`src/rtl/frame_swap_controller.sv`:
```
// frame_swap_controller: double-buffer sequencer that swaps display banks
// only during vblank, with a frame-rate cap and missed-vblank statistics.
module frame_swap_controller #(
    parameter int FRAME_CNT_W = 16,
    parameter int MIN_VBLANKS = 1
) (
    input  logic                   clk,
    input  logic                   reset_n,
    input  logic                   render_finish_sig,
    input  logic                   vga_vsync_sig,
    input  logic                   swap_enable,
    output logic                   render_restart_sig,
    output logic                   front_buffer_sel,
    output logic                   swap_pending,
    output logic [FRAME_CNT_W-1:0] frame_count,
    output logic [7:0]             missed_vblank_count
);

    typedef enum logic [2:0] {
        IDLE,
        RESTART,
        RENDER,
        WAIT_VBLANK,
        SWAP
    } state_t;

    localparam logic [8:0] MIN_CNT = 9'(MIN_VBLANKS);
    localparam logic [7:0] MISS_TH = 8'(MIN_VBLANKS - 1);

    state_t     state;
    state_t     next_state;
    logic [2:0] vsync_sync;
    logic       vsync_evt;
    logic [7:0] vblank_cnt;
    logic       swap_ok;
    logic       miss_evt;
    logic       restart_d;
    logic       pending_d;

    // Two synchronizer stages plus one delay stage for falling-edge detect
    always_ff @(posedge clk or negedge reset_n) begin
        if (!reset_n) begin
            vsync_sync <= 3'b111;
        end else begin
            vsync_sync <= {vsync_sync[1:0], vga_vsync_sig};
        end
    end

    assign vsync_evt = vsync_sync[2] & ~vsync_sync[1];

    assign swap_ok = vsync_evt && swap_enable &&
                     (({1'b0, vblank_cnt} + 9'd1) >= MIN_CNT);

    assign miss_evt = vsync_evt &&
                      (state == RESTART || state == RENDER) &&
                      (vblank_cnt >= MISS_TH);

    always_ff @(posedge clk or negedge reset_n) begin
        if (!reset_n) begin
            state <= IDLE;
        end else begin
            state <= next_state;
        end
    end

    // render_restart_sig is high exactly during the first RENDER cycle,
    // which is the cycle whose finish level may still be stale.
    always_comb begin
        next_state = state;
        unique case (state)
            IDLE:        next_state = RESTART;
            RESTART:     next_state = RENDER;
            RENDER: begin
                if (!render_restart_sig && render_finish_sig) begin
                    next_state = WAIT_VBLANK;
                end
            end
            WAIT_VBLANK: begin
                if (swap_ok) begin
                    next_state = SWAP;
                end
            end
            SWAP:        next_state = RESTART;
            default:     next_state = IDLE;
        endcase
    end

    always_comb begin
        restart_d = (state == RESTART);
        pending_d = (next_state == WAIT_VBLANK);
    end

    always_ff @(posedge clk or negedge reset_n) begin
        if (!reset_n) begin
            render_restart_sig  <= 1'b0;
            swap_pending        <= 1'b0;
            front_buffer_sel    <= 1'b0;
            frame_count         <= '0;
            missed_vblank_count <= 8'd0;
            vblank_cnt          <= 8'd0;
        end else begin
            render_restart_sig <= restart_d;
            swap_pending       <= pending_d;
            if (state == SWAP) begin
                front_buffer_sel <= ~front_buffer_sel;
                frame_count      <= frame_count + FRAME_CNT_W'(1);
            end
            if (state == SWAP) begin
                vblank_cnt <= 8'd0;
            end else if (vsync_evt && vblank_cnt != 8'hFF) begin
                vblank_cnt <= vblank_cnt + 8'd1;
            end
            if (miss_evt && missed_vblank_count != 8'hFF) begin
                missed_vblank_count <= missed_vblank_count + 8'd1;
            end
        end
    end

endmodule

```
`config.mk`:
```
export PLATFORM = sky130hd
export DESIGN_NAME = frame_swap_controller
export DESIGN_NICKNAME = d
export VERILOG_FILES = /design/src/rtl/frame_swap_controller.sv
export SDC_FILE = /design/constraint.sdc
export NUM_CORES = 1
export LEC_CHECK = 0
export ABC_AREA = 1
export ABC_CLOCK_PERIOD_IN_PS = 1930
export CAP_MARGIN = 20
export CORE_AREA = 2 2 66 116
export DETAILED_ROUTE_END_ITERATION = 6
export DIE_AREA = 0 0 68 118
export PLACE_DENSITY = 0.56
export SKIP_CTS_REPAIR_TIMING = 1
export SYNTH_ARGS = -nofsm -noshare
export SYNTH_HDL_FRONTEND = slang
export SYNTH_SLANG_ARGS = --single-unit
```
`constraint.sdc`:
```
create_clock -name clk -period 1.93 [get_ports clk]
set_clock_uncertainty 0.1 [all_clocks]
set_input_delay 0.579 -clock clk [delete_from_list [all_inputs] [get_ports clk]]
set_output_delay 0.579 -clock clk [all_outputs]
set_load 0.05 [all_outputs]
```
## Yosys cells after proc, flatten, opt, wreduce, memory -nomap -nowiden

Cells that the tools add are included.

| storage, ports and cells | value |
|---|---|
| logic and storage cells | 41 |
| output and inout port bits | 27 |
| input port bits | 5 |
| flip-flop bits (word level) | 41 |

| cells by class | value |
|---|---|
| bitwise logic cells | 3 |
| add/subtract/negate cells | 4 |
| reductions and logical operators | 12 |
| mux-type cells | 5 |
| $lt $le $gt $ge | 2 |
| equal/unequal tests | 7 |

Operator list:

| operator | number |
|---|---|
| 16-bit by 1-bit adder with 16-bit output (second input constant) | 1 |
| 8-bit by 1-bit adder with 8-bit output (second input constant) | 2 |
| 8-bit 2-to-1 mux | 2 |
| 8-bit != test (second input constant) | 2 |
| 3-bit case mux with 4 select lines | 1 |
| 8-bit by 1-bit adder with 9-bit output (second input constant) | 1 |
| 3-bit by 2-bit equality test with 1-bit output (second input constant) | 3 |
| 9-bit by 1-bit greater-or-equal comparator with 1-bit output (second input constant) | 1 |
| 8-bit by 1-bit greater-or-equal comparator with 1-bit output (second input constant) | 1 |
| 1-bit logical AND | 7 |
| 3-bit 2-to-1 mux | 2 |
| 3-bit by 1-bit equality test with 1-bit output (second input constant) | 1 |
| 3-bit equality test (second input constant) | 1 |
| 3-bit zero test | 1 |
| 1-bit inverter | 2 |
| 2-bit nonzero test | 1 |
| 2-bit OR reduction | 1 |
| 1-bit AND | 1 |
| 1-bit zero test | 1 |
| 1-bit logical OR | 1 |

## Longest topological paths before layout

| depth | value |
|---|---|
| depth in word-level cells | 7 |
| depth in mapped cells | 11 |
| gate-level depth less buffers | 11 |

## Least setup slack after synthesis

OpenSTA, ideal clock, no wires.

| timing path | value |
|---|---|
| kind | register to register |
| from | register missed_vblank_count[1] |
| to | register missed_vblank_count[3] |
| arrival | 1.666 ns |
| setup slack | 0.019 ns |
| buffers on the path | 0 |
| cell stages (with the launch flop) | 8 |
| period minus slack after synthesis | 1.911 ns |
| library setup time | 0.145 ns |
| path through | dfrtp_1 -> ha_1 -> nand3_1 -> nor3_2 -> nand3_1 -> nand3_4 -> nor2_4 -> xor2_1 |

| on the way | value |
|---|---|
| cells in the longest elaborated chain, start to end | 2 |

RTL lines:

| element | line | text |
|---|---|---|
| start: declaration | 16 | `output logic [7:0] missed_vblank_count` |
| start signal: assignment | 114 | `missed_vblank_count <= missed_vblank_count + 8'd1;` |
| parallel branches: the longest is 2 deep, another holds 8-bit by 1-bit adder with 8-bit output | n/a |  |

Parallel ways; which one is timed is not known.
A chain may end at the register's enable or synchronous reset.

## Final worst setup path

| timing path | value |
|---|---|
| from | register vblank_cnt[0] |
| to | register swap_pending |

| on the way | value |
|---|---|
| cells in the longest elaborated chain, start to end | 6 |

RTL lines:

| element | line | text |
|---|---|---|
| start: declaration | 34 | `logic [7:0] vblank_cnt;` |
| start signal: assignment | 111 | `vblank_cnt <= vblank_cnt + 8'd1;` |
| 8-bit by 1-bit adder with 9-bit output | 52 | `(({1'b0, vblank_cnt} + 9'd1) >= MIN_CNT);` |
| 9-bit by 1-bit greater-or-equal comparator with 1-bit output | 52 |  |
| 1-bit logical AND | 51 | `assign swap_ok = vsync_evt && swap_enable &&` |
| 3-bit 2-to-1 mux | 79 | `if (swap_ok) begin` |
| 3-bit case mux with 4 select lines | 70 | `unique case (state)` |
| 3-bit by 2-bit equality test with 1-bit output | 90 | `pending_d = (next_state == WAIT_VBLANK);` |
| named net pending_d | 38 | `logic pending_d;` |
| end signal: assignment | 103 | `swap_pending <= pending_d;` |
| end: declaration | 14 | `output logic swap_pending,` |

The timed path passes the listed nets, and every way through them passes these cells.

==> metrics.md <==
| Metric | Value |
|---|---|
| Slowest CP cell | dfrtp_1 |
| Drt pass-1 iters | 4 |
| Hold Path Class | input port to async pin |
| Yosys warning count | 0 |
| Syn Area/Cell | 8.887 µm² |
| Syn Nets | ~240 |
| Cell row count | between 40 and 50 |
| Synth Flop Type | dfrtp_1 |
| Post-Synth Adder-Cell Area | 2.407% |
| Post-synth EDFFs | 0 |
| Placer Congestion | a little over 0.8 |
| FF+latch count, synth | 41 |
| TritonCTS Buffers | 5 |
| F_max | 584.5 MHz |
| Final WL | 4.472 mm |
| Required time of the critical path | just over 2 ns |
| Crit path DAT | 1.82 ns |
| Period minus WS final | 1.711 ns |
| Layout cells sized above 1 | 22.91% |
| Vias in the first global route | between 1500 and 2000 |
| Deepest clock path buffer count | 2 |
| GRT Overall Usage | 12.71% |
| Crit-path max cell delay | 0.40 ns |
| Synth Cell Area | ~2100 µm² |
| H-tree Lvls | 2 |
| DRT iter0 DRCs | 46 |
| Status | finished clean |
| Synth cell types | 29 |
| Dominant cell type by area after synthesis | dfrtp_1 |
| Die Height | approximately 120 µm |
| Remaining Overflow, GRT | 0 |
| Post-layout nets | 283 |
| Largest family of logic cells by synthesized area | simple AND/OR/NAND/NOR gates |
| Hold Vio Cnt, Final | 0 |
| Setup violators final | 0 |
| Slew Viols, Final | 0 |
| First-pass GRT wire length | between 7 and 8 mm |
| Post-Synth XOR/XNOR Area | 8.424% |
| Worst Path Class, Setup | flip-flop to flip-flop |
| Pwr Density | roughly 1100 nW/µm² |
| Clock transition at path regs | 0.06 ns |
| Pin count of the biggest net entering global routing | 42 |
| Initial Util | 29.37% |
| Post-DR vias/cell | 4.587 |
| Register area share after synthesis | 49.52% |
| Chip Width | about 68 µm |
| Dpl hpwl | 3.459 mm |
| Proportion of synthesized area in mux cells | 0% |
| CP endpoint kind | flip-flop |
| Routed vias | 1656 |
| Leakage | 1.356 nW |
| Tcrit/Tclk final | 88.65% |
| CTS Sinks | 41 |
| Worst-Margin Slew | 0.2951 ns |
| Crit-path max FO | 5 |
| Inst Count DP | ~350 |
| Most used cell along the critical path | nand2_1 |
| Compound-Gate Fraction of Synth Area | 5.114% |
| Port bufs | 31 |
| Root buf cell | clkbuf_16 |
| Main area contributors after synthesis | dfrtp_1 (46%), nand2_1 (9.2%), inv_1 (5.6%) |
| Cell Chain, Critical Path | inv_1, ha_1, inv_1, nand3_1, nor2_1, nand2_1, nor2_1, nand3_1, nand2_1, nand2_1, o21ai_1 |
| TritonCTS clock tree | built |
| Worst skew pair latency | 0.28 ns |
| Worst slew margin | 80.18% |
| Antenna fix cells | 0 |
| Yosys top cell area share | a little under half |
| Max-cap violations | 0 |
| # IOs | 32 |
| Async SR Flop Fraction | 100.0% |
| Number of fillers in the final layout | 705 |
| Core area | about 7000 µm² |
| Post-synthesis simple-gate area fraction | 27.80% |
| Initial antenna violation count | 0 |
| Detail Route Antenna Nets | 0 |
| DRC | 0 |
| Synth-to-Final Area Change | 40.37% |
| Fin Setup TNS | 0 ns |
| VDD IR max | 0.4911 mV |
| Mapped Cells | about 230 |
| Final Instance Count excl. Fillers | 361 |
| Avg WL per Cell | approximately 12 µm |
| RSZ-0062 raised after global routing | false |
| Critical path startpoint category | flip-flop |
| Die Area | 8024 µm² |
[cells in the mapped netlist, types with 2 or more instances]
| library cell | count |
|---|---|
| inv_1 | 31 |
| nand3_4 | 2 |
| nor3b_1 | 2 |
| dfstp_2 | 3 |
| inv_2 | 5 |
| xor2_1 | 12 |
| xnor2_1 | 8 |
| ha_1 | 4 |
| nor2_4 | 3 |
| nand3_1 | 18 |
| nor2_2 | 5 |
| nor2_1 | 16 |
| o21ai_0 | 2 |
| nor3_1 | 4 |
| o21ai_1 | 10 |
| nand2_2 | 2 |
| nand4_1 | 6 |
| dfrtp_1 | 38 |
| nand2_1 | 51 |
| o22ai_1 | 3 |
[power by group]
| part | total [mW] | switching, mW | internal, mW |
|---|---|---|---|
| registers | 1.23 | 0.210 | 1.02 |
| logic | 1.17 | 0.679 | 0.494 |
| clock network | 0.799 | 0.324 | 0.475 |
[critical path, delay by kind of cell, from the launching register on]
| family | cells | cell delay, ns |
|---|---|---|
| AND/OR/NAND/NOR | 7 | 0.58 |
| flip-flops | 1 | 0.40 |
| adder cells (fa/ha/maj) | 1 | 0.30 |
| buffers and inverters | 2 | 0.16 |
| AO/OA/AOI/OAI | 1 | 0.08 |
[worst paths after layout]
check | startpoint | end | slack, ns | cells after the start
worst max-delay path | vblank_cnt[0]$_DFFE_PN0P_ | swap_pending$_DFF_PN0_ | 0.22 | 11
worst min-delay path | reset_n | missed_vblank_count[5]$_DFFE_PN0P_ | 0.16 | 2
worst max register to register | vblank_cnt[0]$_DFFE_PN0P_ | swap_pending$_DFF_PN0_ | 0.22 | 11
worst min register to register | vsync_sync[0]$_DFF_PN1_ | vsync_sync[1]$_DFF_PN1_ | 0.26 | 0
max in group asynchronous | reset_n | vsync_sync[1]$_DFF_PN1_ | 1.31 | 2
min in group clk | vsync_sync[0]$_DFF_PN1_ | vsync_sync[1]$_DFF_PN1_ | 0.26 | 0
[registers in the layout (all words and copies together) (netlist names)]
| register | flops |
|---|---|
| missed_vblank_count | 8 |
| vsync_sync | 3 |
| vblank_cnt | 8 |
| frame_count | 16 |
| front_buffer_sel | 1 |
| swap_pending | 1 |
| state | 3 |
| render_restart_sig | 1 |
[cell type report]
| class | instances | area (µm²) | share of cell area (%) |
|---|---|---|---|
| clock buffer | 6 | 128.9 | 4.415 |
| timing repair buffer | 34 | 598.1 | 20.49 |
| inverter | 36 | 135.1 | 4.629 |
| tap | 86 | 107.6 | 3.686 |
| sequential | 41 | 1030 | 35.28 |
| multi-input combinational | 156 | 909.6 | 31.16 |
| clock inverter | 2 | 10.01 | 0.3429 |
[placed cells by master (no fill, tap or decap), types with 4 or more instances in the layout]
cell type  instances
nand2_1           51
dfrtp_1           38
inv_1             31
buf_12            27
nand3_1           18
nor2_1            16
xor2_1            12
o21ai_1           10
xnor2_1            8
nand4_1            6
nor2_2             5
inv_2              5
clkbuf_16          5
nor3_1             4
ha_1               4
[per-stage QoR]
stage	hold WS [ns]	area (µm²)	utilization, %	setup slack [ns]	power (mW)
6_report	0.1568	2919	41.23	0.2190	3.205
5_1_grt	0.1785	2919	41.23	0.03627	3.388
4_1_cts	0.1723	2919	41.23	0.1961	3.258
3_5_place_dp	0.2533	2780	39.27	0.08504	2.436
3_3_place_gp	0.2471	2780	39.27	0.1090	2.407
2_1_floorplan	0.1834	2079	-	0.01932	1.896
[cells by family after synthesis]
logic type      count (synthesis)
simple gates                  113
flops                          41
buf+inv                        37
xor+xnor                       20
compound gates                 19
fa+ha+maj                       4
[per-layer routing]
layer	routed length [µm]	vias to the layer above	track usage, %
met2	2712	21	24.09
li1	-	817	-
met3	85	8	1.721
met4	104	0	4.875
met5	0	-	0
met1	1570	810	13.16
(Power assumes the default switching activity.)
